[src/rtl/boreal_ads_emulator.sv]
// ADS-style SPI ADC emulator: periodic ticks build a status+channel frame read out over SPI (CPOL=0, CPHA=1).
// Optional macro BOREAL_EMU_NOISE_EN XORs an LFSR into the low byte of each channel word.
module boreal_ads_emulator #(
  parameter int SAMPLE_PERIOD = 400000,
  parameter int NUM_CH        = 8
) (
  input  logic       clk,
  input  logic       rst_n,
  input  logic       sclk,
  input  logic       cs_n,
  input  logic       mosi,
  output logic       miso,
  output logic       drdy_n,
  output logic [7:0] overrun_cnt
);
  localparam int FRAME_W = 24 + 24 * NUM_CH;
  localparam int IDX_W   = $clog2(FRAME_W + 1);
  localparam int CNT_W   = $clog2(SAMPLE_PERIOD);
  localparam logic [CNT_W-1:0] CNT_LAST    = CNT_W'(SAMPLE_PERIOD - 1);
  localparam logic [CNT_W-1:0] CNT_RELEASE = CNT_W'(SAMPLE_PERIOD - 9);
  localparam logic [IDX_W-1:0] IDX_LAST    = IDX_W'(FRAME_W);

  typedef enum logic [1:0] {WAIT_CS_HIGH = 2'd0, IDLE = 2'd1, SHIFT = 2'd2} state_t;

  state_t             state_q, state_d;
  logic [2:0]         sclk_sync_q, cs_sync_q;
  logic [1:0]         mosi_sync_q;
  logic [CNT_W-1:0]   cnt_q, cnt_d;
  logic               running_q, running_d, rdatac_q, rdatac_d;
  logic [19:0]        sample_cnt_q, sample_cnt_d, sample_inc_s;
  logic [FRAME_W-1:0] shift_q, shift_d, frame_s;
  logic [IDX_W-1:0]   bit_idx_q, bit_idx_d;
  logic [6:0]         cmd_q, cmd_d;
  logic [2:0]         cmd_cnt_q, cmd_cnt_d;
  logic               miso_q, miso_d, drdy_q, drdy_d;
  logic [7:0]         ovr_q, ovr_d;
  logic [23:0]        chan_s;
  logic [7:0]         cmd_byte_s;
  logic               sclk_rise_s, sclk_fall_s, cs_low_s, cs_fall_s, cs_rise_s, mosi_s;
  logic               tick_s, in_prog_s, cmd_done_s;
`ifdef BOREAL_EMU_NOISE_EN
  logic [15:0]        lfsr_q, lfsr_d;
`endif

  // [1] is the synchronised level, [2] its previous value for edge detection
  assign sclk_rise_s  = sclk_sync_q[1] & ~sclk_sync_q[2];
  assign sclk_fall_s  = ~sclk_sync_q[1] & sclk_sync_q[2];
  assign cs_low_s     = ~cs_sync_q[1];
  assign cs_fall_s    = ~cs_sync_q[1] & cs_sync_q[2];
  assign cs_rise_s    = cs_sync_q[1] & ~cs_sync_q[2];
  assign mosi_s       = mosi_sync_q[1];
  assign tick_s       = running_q && (cnt_q == CNT_LAST);
  assign in_prog_s    = cs_low_s && (bit_idx_q != '0);
  assign sample_inc_s = sample_cnt_q + 20'd1;
  assign cmd_byte_s   = {cmd_q, mosi_s};
  assign cmd_done_s   = (state_q == SHIFT) && !cs_rise_s && sclk_fall_s && (cmd_cnt_q == 3'd7);

  // Frame image for the sample about to be published
  always_comb begin
    frame_s = '0;
    chan_s  = '0;
    frame_s[FRAME_W-1 -: 24] = 24'hC00000;
    for (int k = 1; k <= NUM_CH; k++) begin
      chan_s = {4'(k), sample_inc_s};
`ifdef BOREAL_EMU_NOISE_EN
      chan_s[7:0] = chan_s[7:0] ^ lfsr_q[7:0];
`endif
      frame_s[FRAME_W-1-24*k -: 24] = chan_s;
    end
  end

  // Next-state logic: SPI state machine, tick handling and command decode
  always_comb begin
    state_d      = state_q;
    cnt_d        = (cnt_q == CNT_LAST) ? '0 : cnt_q + CNT_W'(1);
    running_d    = running_q;
    rdatac_d     = rdatac_q;
    sample_cnt_d = sample_cnt_q;
    shift_d      = shift_q;
    bit_idx_d    = bit_idx_q;
    cmd_d        = cmd_q;
    cmd_cnt_d    = cmd_cnt_q;
    miso_d       = miso_q;
    drdy_d       = drdy_q;
    ovr_d        = ovr_q;
`ifdef BOREAL_EMU_NOISE_EN
    lfsr_d       = lfsr_q;
`endif

    case (state_q)
      WAIT_CS_HIGH: begin
        if (!cs_low_s) state_d = IDLE;
        else           state_d = WAIT_CS_HIGH;
      end
      IDLE: begin
        if (cs_fall_s) state_d = SHIFT;
        else           state_d = IDLE;
      end
      SHIFT: begin
        if (cs_rise_s) begin
          // Abandon the rest of the frame and any partial command byte
          state_d   = IDLE;
          bit_idx_d = '0;
          shift_d   = '0;
          cmd_d     = '0;
          cmd_cnt_d = 3'd0;
          miso_d    = 1'b0;
        end else begin
          if (sclk_rise_s && rdatac_q) begin
            if (bit_idx_q < IDX_LAST) begin
              miso_d    = shift_q[FRAME_W-1];
              shift_d   = shift_q << 1;
              bit_idx_d = bit_idx_q + IDX_W'(1);
            end else begin
              miso_d    = 1'b0;
            end
          end else begin
            miso_d = miso_q;
          end
          if (sclk_rise_s) drdy_d = 1'b1;
          else             drdy_d = drdy_q;
          if (sclk_fall_s) begin
            cmd_d     = cmd_byte_s[6:0];
            cmd_cnt_d = cmd_cnt_q + 3'd1;
          end else begin
            cmd_d     = cmd_q;
          end
        end
      end
      default: state_d = WAIT_CS_HIGH;
    endcase

    if (state_q != SHIFT || !rdatac_q) miso_d = 1'b0;
    else                               miso_d = miso_d;

    if (running_q && cnt_q == CNT_RELEASE) drdy_d = 1'b1;
    else                                   drdy_d = drdy_d;

    if (tick_s) begin
      sample_cnt_d = sample_inc_s;
`ifdef BOREAL_EMU_NOISE_EN
      lfsr_d = {lfsr_q[14:0], lfsr_q[15] ^ lfsr_q[13] ^ lfsr_q[12] ^ lfsr_q[10]};
`endif
      if (in_prog_s) begin
        if (ovr_q != 8'hFF) ovr_d = ovr_q + 8'd1;
        else                ovr_d = ovr_q;
      end else begin
        shift_d = frame_s;
        drdy_d  = 1'b0;
      end
    end else begin
      sample_cnt_d = sample_cnt_q;
    end

    if (cmd_done_s) begin
      case (cmd_byte_s)
        8'h08: begin
          running_d = 1'b1;
          cnt_d     = '0;
        end
        8'h0A: begin
          running_d = 1'b0;
          drdy_d    = 1'b1;
        end
        8'h10:   rdatac_d = 1'b1;
        8'h11:   rdatac_d = 1'b0;
        default: rdatac_d = rdatac_q;
      endcase
    end else begin
      rdatac_d = rdatac_d;
    end
  end

  // State registers and input synchronisers
  always_ff @(posedge clk or negedge rst_n) begin
    if (!rst_n) begin
      state_q      <= WAIT_CS_HIGH;
      sclk_sync_q  <= 3'b000;
      cs_sync_q    <= 3'b000;
      mosi_sync_q  <= 2'b00;
      cnt_q        <= '0;
      running_q    <= 1'b1;
      rdatac_q     <= 1'b1;
      sample_cnt_q <= 20'd0;
      shift_q      <= '0;
      bit_idx_q    <= '0;
      cmd_q        <= 7'd0;
      cmd_cnt_q    <= 3'd0;
      miso_q       <= 1'b0;
      drdy_q       <= 1'b1;
      ovr_q        <= 8'd0;
`ifdef BOREAL_EMU_NOISE_EN
      lfsr_q       <= 16'hACE1;
`endif
    end else begin
      state_q      <= state_d;
      sclk_sync_q  <= {sclk_sync_q[1:0], sclk};
      cs_sync_q    <= {cs_sync_q[1:0], cs_n};
      mosi_sync_q  <= {mosi_sync_q[0], mosi};
      cnt_q        <= cnt_d;
      running_q    <= running_d;
      rdatac_q     <= rdatac_d;
      sample_cnt_q <= sample_cnt_d;
      shift_q      <= shift_d;
      bit_idx_q    <= bit_idx_d;
      cmd_q        <= cmd_d;
      cmd_cnt_q    <= cmd_cnt_d;
      miso_q       <= miso_d;
      drdy_q       <= drdy_d;
      ovr_q        <= ovr_d;
`ifdef BOREAL_EMU_NOISE_EN
      lfsr_q       <= lfsr_d;
`endif
    end
  end

  assign miso        = miso_q;
  assign drdy_n      = drdy_q;
  assign overrun_cnt = ovr_q;
endmodule

[config.mk]
export PLATFORM = sky130hd
export DESIGN_NAME = boreal_ads_emulator
export DESIGN_NICKNAME = d
export VERILOG_FILES = /design/src/rtl/boreal_ads_emulator.sv
export SDC_FILE = /design/constraint.sdc
export NUM_CORES = 1
export LEC_CHECK = 0
export BUFFER_PORTS_ARGS = -buffer_cell sky130_fd_sc_hd__buf_2
export CAP_MARGIN = 0
export CORE_MARGIN = 3
export CORE_UTILIZATION = 29
export CTS_BUF_LIST = sky130_fd_sc_hd__clkbuf_4
export DETAILED_ROUTE_END_ITERATION = 8
export SYNTH_ARGS = -nofsm -noshare
export SYNTH_HDL_FRONTEND = slang
export SYNTH_SLANG_ARGS = --single-unit
[constraint.sdc]
create_clock -name clk -period 2.2 [get_ports clk]
set_clock_uncertainty 0.2 [all_clocks]
set_input_delay 0.66 -clock clk [delete_from_list [all_inputs] [get_ports clk]]
set_output_delay 0.66 -clock clk [all_outputs]
set_load 0.02 [all_outputs]
==> results of run 1 <==
==> synthesized netlist by cell type, drive strengths merged (8+ instances only) <==
master	n
nand4	14
xnor2	26
nor3	10
and3	8
clkbuf	28
a22o	10
nor2	244
o21ai	8
dfrtp	292
xor2	31
a22oi	41
nand2	38
buf	58
inv	10
a21oi	16
a221oi	159
nand3	26
a221o	15
==> registers in the layout (all words and copies together), names as in the netlist, 3 cells and up <==
| signal | cells |
|---|---|
| cmd_q | 7 |
| sample_cnt_q | 20 |
| cs_sync_q | 3 |
| shift_q | 216 |
| cmd_cnt_q | 3 |
| cnt_q | 19 |
| sclk_sync_q | 3 |
| bit_idx_q | 8 |
| overrun_cnt | 8 |
==> cell families after synthesis <==
kind of cell | count (synthesis) | share of synthesized area (%)
and+or+nand+nor | 378 | 14.1
AOI/OAI and AO/OA | 266 | 17.9
xor gates and xnor gates | 57 | 3.98
muxes | 4 | 0.359
DFF | 295 | 58.9
buffers and inverters | 96 | 4.11
adders and majority gates | 7 | 0.699
==> metal layers <==
metal | global-route usage [%] | share of wire (%)
met1 | 16.1 | 47
met2 | 18.3 | 47
met3 | 2.92 | 4.5
met4 | 4.93 | 2.0
met5 | 0 | 0
==> power by group through the flow <==
stage / Combinational (mW) / Sequential [mW] / Clock (mW)
after floorplan: 0.0995 / 5.62 / 0
after global placement: 0.318 / 5.61 / 0
after detailed placement: 0.322 / 5.61 / 0
after CTS: 0.339 / 5.51 / 5.07
after global routing: 0.375 / 5.52 / 5.36
final: 0.331 / 5.52 / 4.87
==> final cells by class <==
cell class	instances	area [um^2]	share of cell area [%]
flip-flops and latches	295	7390	46.9
well taps	577	722	4.58
repair buffers	135	1570	9.97
multi-input cells	713	5040	32.0
clock buffers	112	841	5.34
clock inverters	17	148	0.937
diodes	1	2.50	0.0159
inverters	10	37.5	0.238
==> path summary, 6_finish.rpt <==
| path | endpoint | cells after the start |
|---|---|---|
| min in group asynchronous | sample_cnt_q[14] | 2 |
| max | drdy_n | 1 |
| max in group asynchronous | shift_q[141] | 3 |
| min reg2reg | mosi_sync_q[1] | 0 |
| min | mosi_sync_q[1] | 0 |
| max reg2reg | shift_q[80] | 8 |
==> through the flow <==
stage	instance area [um^2]	worst slack, ns
floorplan	12500	0.0789
global placement	13900	0.0277
detailed placement	13900	-0.00977
CTS	15100	-0.0879
global route	15800	-0.0845
finish	15800	-0.0120
==> what timing repair did <==
item | 4_1_cts | 5_1_grt
pin swaps | 3 | 12
cloned | 1 | 7
setup endpoints to repair | 38 | 207
hold buffers | 4 | 0
endpoints found under the hold margin | 76 | 0
buffers inserted | 9 | 12
resized for setup | 11 | 79
==> flow_summary.json, run 1 <==
{
  "p_sw_share_pct": 22.9,
  "synth_edf_count": 0,
  "clock-sinks": 295,
  "critical_path.cell_chain": "buf_6",
  "route.detailed.drc": 0,
  "slowest_stage": "dfstp_2",
  "setup_tns_ns": -0.0120,
  "final_cells": 1860,
  "cts_tree": "built",
  "final_cell_mix": "dfrtp_1 (288), nor2_1 (230), clkbuf_4 (112)",
  "dieArea_um2": 45800,
  "period_minus_slack_ns": 2.21,
  "htreeDepth": 3,
  "worst-setup-path-type": "flip-flop to primary output",
  "antenna_left": 0,
  "async_flop_share_pct": 100,
  "nets": 1246,
  "mostFrequentLayoutCell": "dfrtp_1",
  "synth.distinct_cells": 57,
  "cts_buffer_depth": 3,
  "timing.hold.ws_ns": 0.148,
  "hp-start": "mosi_sync_q[0]",
  "rsz0062_at_grt": "true",
  "track_usage_pct": 11.9,
  "r2r_slack_ns": 0.02,
  "fillers": 4140,
  "drt_pre_antenna_iters": 7,
  "status": "finished with violations",
  "max-slew-margin-rel_pct": 52.8,
  "die_y_um": 214,
  "wl_um": 28900,
  "synth_warnings": 0,
  "synthesis.area_um2": 12500,
  "cp_top_family": "flip-flops",
  "io_buffer_count": 14,
  "path_max_fanout": 2,
  "crit_arrival_ns": 1.35,
  "syn_inst": 1103,
  "grt_pass1_vias": 9290,
  "p_per_area_nw_per_um2": 681,
  "path_buf_inv": 1,
  "timing.rr.start": "cnt_q[10]",
  "cp-start-kind": "flip-flop",
  "insertion_delay_ns": 0.71,
  "power_frac_clock_pct": 45.5,
  "p_leak_nw": 7.43,
  "cp-startpoint": "drdy_n",
  "power_frac_comb_pct": 3.1,
  "placedCellCount": 1697,
  "synth_area_leader_cell": "dfrtp_1",
  "drt_iter0_drc": 750,
  "die_w_um": 214,
  "timing.critical_path.slowest_cell_delay_ns": 0.55,
  "drive_above_1_share_pct": 27.8,
  "grt_max_degree": 56,
  "ys.flop_type": "dfrtp_1",
  "slew_viol_final": 0,
  "synthToLayoutAreaGrowth_pct": 25.6,
  "internal-power_mw": 8.27,
  "ioPinCount": 15,
  "switchingPower_mw": 2.45,
  "ir_worst_vdd_uv": 374,
  "grt_pass1_wl_um": 46600,
  "vias_per_cell": 5.07,
  "coreArea_um2": 42300,
  "fin_ws_ns": -0.0120,
  "syn_avg_cell_area_um2": 11.4,
  "yosys.area.top_type_share_pct": 58.3,
  "drv_cap": 0,
  "cts_root_buf": "clkbuf_4",
  "hold_path.class": "flip-flop to flip-flop",
  "hpwl_um": 17100,
  "num_rows": 75,
  "failed_checks": "setup timing",
  "seq_area_frac_synth_pct": 58.9,
  "syn-num-nets": 1115,
  "synth_seq_cells": 295,
  "crit_required_ns": 1.34,
  "cts_buffers": 79,
  "post-route-util_pct": 37.2,
  "fmax_ghz": 0.452,
  "gp_congestion": 0.748,
  "setup_violations": 1,
  "dr_total_vias": 9430,
  "p_seq_share_pct": 51.4,
  "synth_area_leaders": "dfrtp_1 (58%), a221oi_1 (11%), nor2_1 (6.9%)",
  "worst_slew_pin_slew_ns": 0.704,
  "antenna_found_initial": 1,
  "wire_per_inst_um": 15.5,
  "period_share_pct": 101,
  "gr-total-overflow": 0,
  "power_mw": 10.7,
  "hold_viol_final": 0,
  "initial_core_util_pct": 29.6,
  "end_kind": "primary output",
  "cts.reportedPaths.clkPinSlew_ns": 0.06
}
Power figures use the tool's default switching activity.
==> run 2, diff against run 1 <==
CTS_CLUSTER_DIAMETER = 100   (was unset)
SETUP_SLACK_MARGIN = 0.1   (was unset)
==> run 2 against run 1 <==
Compared with the run above:
- the run still ends with setup timing left
- sequential power about the same
- first-iteration DRC count down 37%
- die area unchanged
- combinational power up 5%
==> flow_summary.json, run 2 (synthesized netlist as in run 1, its figures left out) <==
{
  "initial_core_util_pct": 29.6,
  "die_y_um": 214,
  "hold_viol_final": 0,
  "fin_area_um2": 18200,
  "antenna_found_initial": 2,
  "htreeDepth": 3,
  "wl_um": 33400,
  "fillers": 3773,
  "grt_max_degree": 69,
  "insertion_delay_ns": 0.71,
  "cts_buffers": 77,
  "timing.critical_path.slowest_cell_delay_ns": 0.55,
  "wire_per_inst_um": 17.6,
  "drv_cap": 0,
  "critical_path.cell_chain": "buf_6",
  "gp_congestion": 0.759,
  "vias_per_cell": 5.16,
  "hold_path.class": "flip-flop to flip-flop",
  "registers.top_by_ff_count": "shift_q",
  "track_usage_pct": 14.0,
  "cts_root_buf": "clkbuf_4",
  "setup_violations": 1,
  "status": "finished with violations",
  "worst_slew_pin_slew_ns": 0.664,
  "failed_checks": "setup timing",
  "crit_arrival_ns": 1.36,
  "final_cell_mix": "dfrtp_1 (288), nor2_1 (152), a221oi_2 (125)",
  "cts_buffer_depth": 3,
  "dieArea_um2": 45800,
  "cp-start-kind": "flip-flop",
  "antenna_left": 0,
  "cts_tree": "built",
  "grt_pass1_vias": 10154,
  "dpl_worst_slack_ns": -0.0756,
  "max-slew-margin-rel_pct": 55.5,
  "path_buf_inv": 1,
  "placedCellCount": 1687,
  "gr-total-overflow": 0,
  "post-route-util_pct": 43.1,
  "drt_pre_antenna_iters": 5,
  "io_buffer_count": 14,
  "final_cells": 1901,
  "synthToLayoutAreaGrowth_pct": 45.3,
  "timing.hold.ws_ns": 0.154,
  "route.detailed.drc": 0,
  "crit_required_ns": 1.34,
  "dr_total_vias": 9813,
  "slowest_stage": "dfstp_2",
  "ioPinCount": 15,
  "clock-sinks": 295,
  "cp_top_family": "flip-flops",
  "placed_cell_area_um2": 13800,
  "nets": 1280,
  "hpwl_um": 17000,
  "grt_pass1_wl_um": 53800,
  "fmax_ghz": 0.451,
  "die_w_um": 214,
  "rsz0062_at_grt": "true",
  "power_mw": 10.5,
  "setup_tns_ns": -0.0151,
  "mostFrequentLayoutCell": "dfrtp_1",
  "slew_viol_final": 0,
  "reg_top3": "shift_q (216), sample_cnt_q (20), cnt_q (19)",
  "end_kind": "primary output",
  "period_share_pct": 101,
  "worst-setup-path-type": "flip-flop to primary output",
  "ir_worst_vdd_uv": 372,
  "regArea_um2": 7390,
  "num_rows": 75,
  "drive_above_1_share_pct": 45.6,
  "p_per_area_nw_per_um2": 578,
  "fin_ws_ns": -0.0151,
  "path_max_fanout": 2,
  "cts.reportedPaths.clkPinSlew_ns": 0.06,
  "p_leak_nw": 7.96,
  "coreArea_um2": 42300,
  "multi_input_area_um2": 6680,
  "period_minus_slack_ns": 2.22,
  "largest_reg_flops": 216,
  "drt_iter0_drc": 473
}
[run 2: cell count changes in the layout (fill, tap and decap cells not counted), sizes merged]
cell / previous run / this run
and3: 9 / 8
buf: 124 / 165
bufinv: 3 / 1
clkbuf: 119 / 114
clkinv: 11 / 14
diode: 1 / 3
inv: 12 / 14
nor2: 244 / 245
[run 2: where the power goes]
group	internal (mW)	switching, mW
Clock	2.45	2.23
Combinational	0.116	0.232
Sequential	5.48	0.0375
[run 2: per-layer routing]
layer	global-route usage (%)	up-vias	wire length, um
met5	0	-	0
met4	4.55	0	572
met3	2.58	45	1310
met2	23.1	193	16900
met1	18.6	5060	14600
li1	-	4515	-
[run 2: path summary, 6_finish.rpt]
path | end | slack, ns | start | cells past startpoint
hold / removal | mosi_sync_q[1] | 0.15 | mosi_sync_q[0] | 0
hold reg to reg | mosi_sync_q[1] | 0.15 | mosi_sync_q[0] | 0
setup / recovery | drdy_n | -0.02 | drdy_n | 1
setup reg to reg | shift_q[212] | 0.02 | cnt_q[15] | 8
min in group asynchronous | shift_q[84] | 0.25 | rst_n | 2
max in group asynchronous | shift_q[198] | 0.87 | rst_n | 3
[run 2: area by class of cell]
type / instances / area share, %
tap: 577 / 3.96
sequential: 295 / 40.6
antenna: 3 / 0.0412
clock inverter: 20 / 0.611
clock buffer: 112 / 4.61
inverter: 10 / 0.206
multi-input combinational: 713 / 36.6
timing repair buffer: 171 / 13.4
[run 2: what timing repair did]
item / 4_1_cts / 5_1_grt
pin swaps: 96 / 77
gates cloned: 27 / 4
hold buffers: 4 / 0
gates resized for setup: 301 / 160
setup buffers: 38 / 13
setup endpoints to repair: 238 / 259
hold endpoints to repair: 134 / 0
==> run 3, diff against run 2 <==
--- a/config.mk
+++ b/config.mk
@@ -14,2 +14,3 @@
 export DETAILED_ROUTE_END_ITERATION = 8
+export GPL_TIMING_DRIVEN = 0
 export SETUP_SLACK_MARGIN = 0.1
--- a/constraint.sdc
+++ b/constraint.sdc
@@ -4,2 +4,2 @@
 set_output_delay 0.66 -clock clk [all_outputs]
-set_load 0.02 [all_outputs]
+set_load 0.05 [all_outputs]
==> run 3 against run 2 <==
Compared with the run above:
- the flow still finishes with violations (setup timing)
- flip-flop and latch count unchanged
- combinational power up 12%
- routed wire length up 14%
- critical endpoint is now shift_q[51]
- largest cell class is now multi-input gates
- highest routed layer unchanged
==> flow_summary.json, run 3 (synthesized netlist as in run 1, its figures left out) <==
{
  "drt_iter0_drc": 668,
  "ir_worst_vdd_uv": 442,
  "fmax_ghz": 0.428,
  "p_per_area_nw_per_um2": 547,
  "worst_slew_pin_slew_ns": 0.677,
  "cts_root_buf": "clkbuf_4",
  "drive_above_1_share_pct": 49.2,
  "rsz0062_at_grt": "true",
  "synthToLayoutAreaGrowth_pct": 51.9,
  "grt_max_degree": 123,
  "crit_arrival_ns": 2.70,
  "cts_buffers": 78,
  "drt_pre_antenna_iters": 5,
  "initial_core_util_pct": 29.6,
  "reg_top3": "shift_q (216), sample_cnt_q (20), cnt_q (19)",
  "cts_tree": "built",
  "clock-sinks": 295,
  "hold_viol_final": 0,
  "p_leak_nw": 8.20,
  "dpl_worst_slack_ns": -1.16,
  "io_buffer_count": 14,
  "track_usage_pct": 14.7,
  "num_rows": 75,
  "dieArea_um2": 45800,
  "mostFrequentLayoutCell": "dfrtp_1",
  "path_max_fanout": 8,
  "antenna_left": 0,
  "hold_path.class": "flip-flop to flip-flop",
  "dr_total_vias": 10288,
  "gr-total-overflow": 0,
  "setup_violations": 153,
  "route.detailed.drc": 0,
  "max-slew-margin-rel_pct": 54.6,
  "wire_per_inst_um": 19.6,
  "period_share_pct": 106,
  "status": "finished with violations",
  "wl_um": 37900,
  "power_mw": 10.4,
  "grt_pass1_vias": 10345,
  "post-route-util_pct": 45.0,
  "die_w_um": 214,
  "period_minus_slack_ns": 2.34,
  "nets": 1322,
  "slew_viol_final": 0,
  "cts.reportedPaths.clkPinSlew_ns": 0.07,
  "worst-setup-path-type": "flip-flop to flip-flop",
  "grt_pass1_wl_um": 55200,
  "insertion_delay_ns": 0.74,
  "fin_ws_ns": -0.138,
  "setup_tns_ns": -11.33,
  "htreeDepth": 3,
  "cp-start-kind": "flip-flop",
  "ioPinCount": 15,
  "coreArea_um2": 42300,
  "gp_congestion": 0.786,
  "crit_required_ns": 2.57,
  "timing.hold.ws_ns": 0.148,
  "cts_buffer_depth": 3,
  "largest_reg_flops": 216,
  "antenna_found_initial": 2,
  "end_kind": "flip-flop",
  "final_cell_mix": "dfrtp_1 (283), nor2_1 (125), clkbuf_4 (114)",
  "hpwl_um": 18600,
  "registers.top_by_ff_count": "shift_q",
  "die_y_um": 214,
  "vias_per_cell": 5.31,
  "drv_cap": 0,
  "failed_checks": "setup timing"
}
==> run 3: timing repair <==
item                       in CTS  in global routing
resized for setup             465                264
hold buffers                    4                  0
cloned                         13                  6
setup endpoints to repair     273                264
pin swaps                      82                 70
setup buffers                  69                 25
hold endpoints to repair       73                  0
==> run 3: through the flow <==
step,area (um^2),instances
final,19100,1938
after global routing,19100,1938
after CTS,17500,1910
after detailed placement,13400,1696
after global placement,13300,1694
after floorplan,12500,1103
==> run 3: power breakdown <==
part           internal (mW)  switching [mW]
Sequential              5.48          0.0406
Combinational          0.128           0.262
Clock                   2.19            2.33
==> run 3: metal layers <==
| layer | track usage, % | part of all wire (%) | vias up | wire length [um] |
|---|---|---|---|---|
| li1 | - | - | 4580 | - |
| met1 | 19.1 | 42 | 5254 | 15800 |
| met2 | 24.0 | 50 | 345 | 18900 |
| met3 | 2.77 | 5.0 | 109 | 1880 |
| met4 | 6.21 | 3.6 | 0 | 1370 |
| met5 | 0 | 0 | - | 0 |
==> run 3: path summary, 6_finish.rpt <==
kind / start / endpoint / slack (ns) / depth (start not counted)
max in group asynchronous: rst_n / bit_idx_q[1] / 0.43 / 3
hold / removal: mosi_sync_q[0] / mosi_sync_q[1] / 0.15 / 0
setup / recovery: bit_idx_q[0] / shift_q[51] / -0.14 / 11
setup reg to reg: bit_idx_q[0] / shift_q[51] / -0.14 / 11
hold reg to reg: mosi_sync_q[0] / mosi_sync_q[1] / 0.15 / 0
min in group asynchronous: rst_n / shift_q[28] / 0.29 / 2
==> run 3: critical path, cell delays in order (launching register included) <==
cell and delay, ns:
dfrtp_1 0.40, inv_2 0.08, ha_4 0.13, nor4b_4 0.17, a21o_1 0.21, buf_6 0.12
buf_6 0.09, nand3_4 0.19, buf_16 0.22, nor2_4 0.13, buf_12 0.20, nor2_4 0.05
==> run 3: area by class of cell <==
cell class	instances	area (um^2)
diodes	3	7.51
plain buffers	85	923
clock buffers	104	781
clock inverters	24	111
fillers	3613	23300
inverters	10	37.5
multi-input cells	712	7420
flip-flops and latches	295	7400
well taps	577	722
repair buffers	128	1650
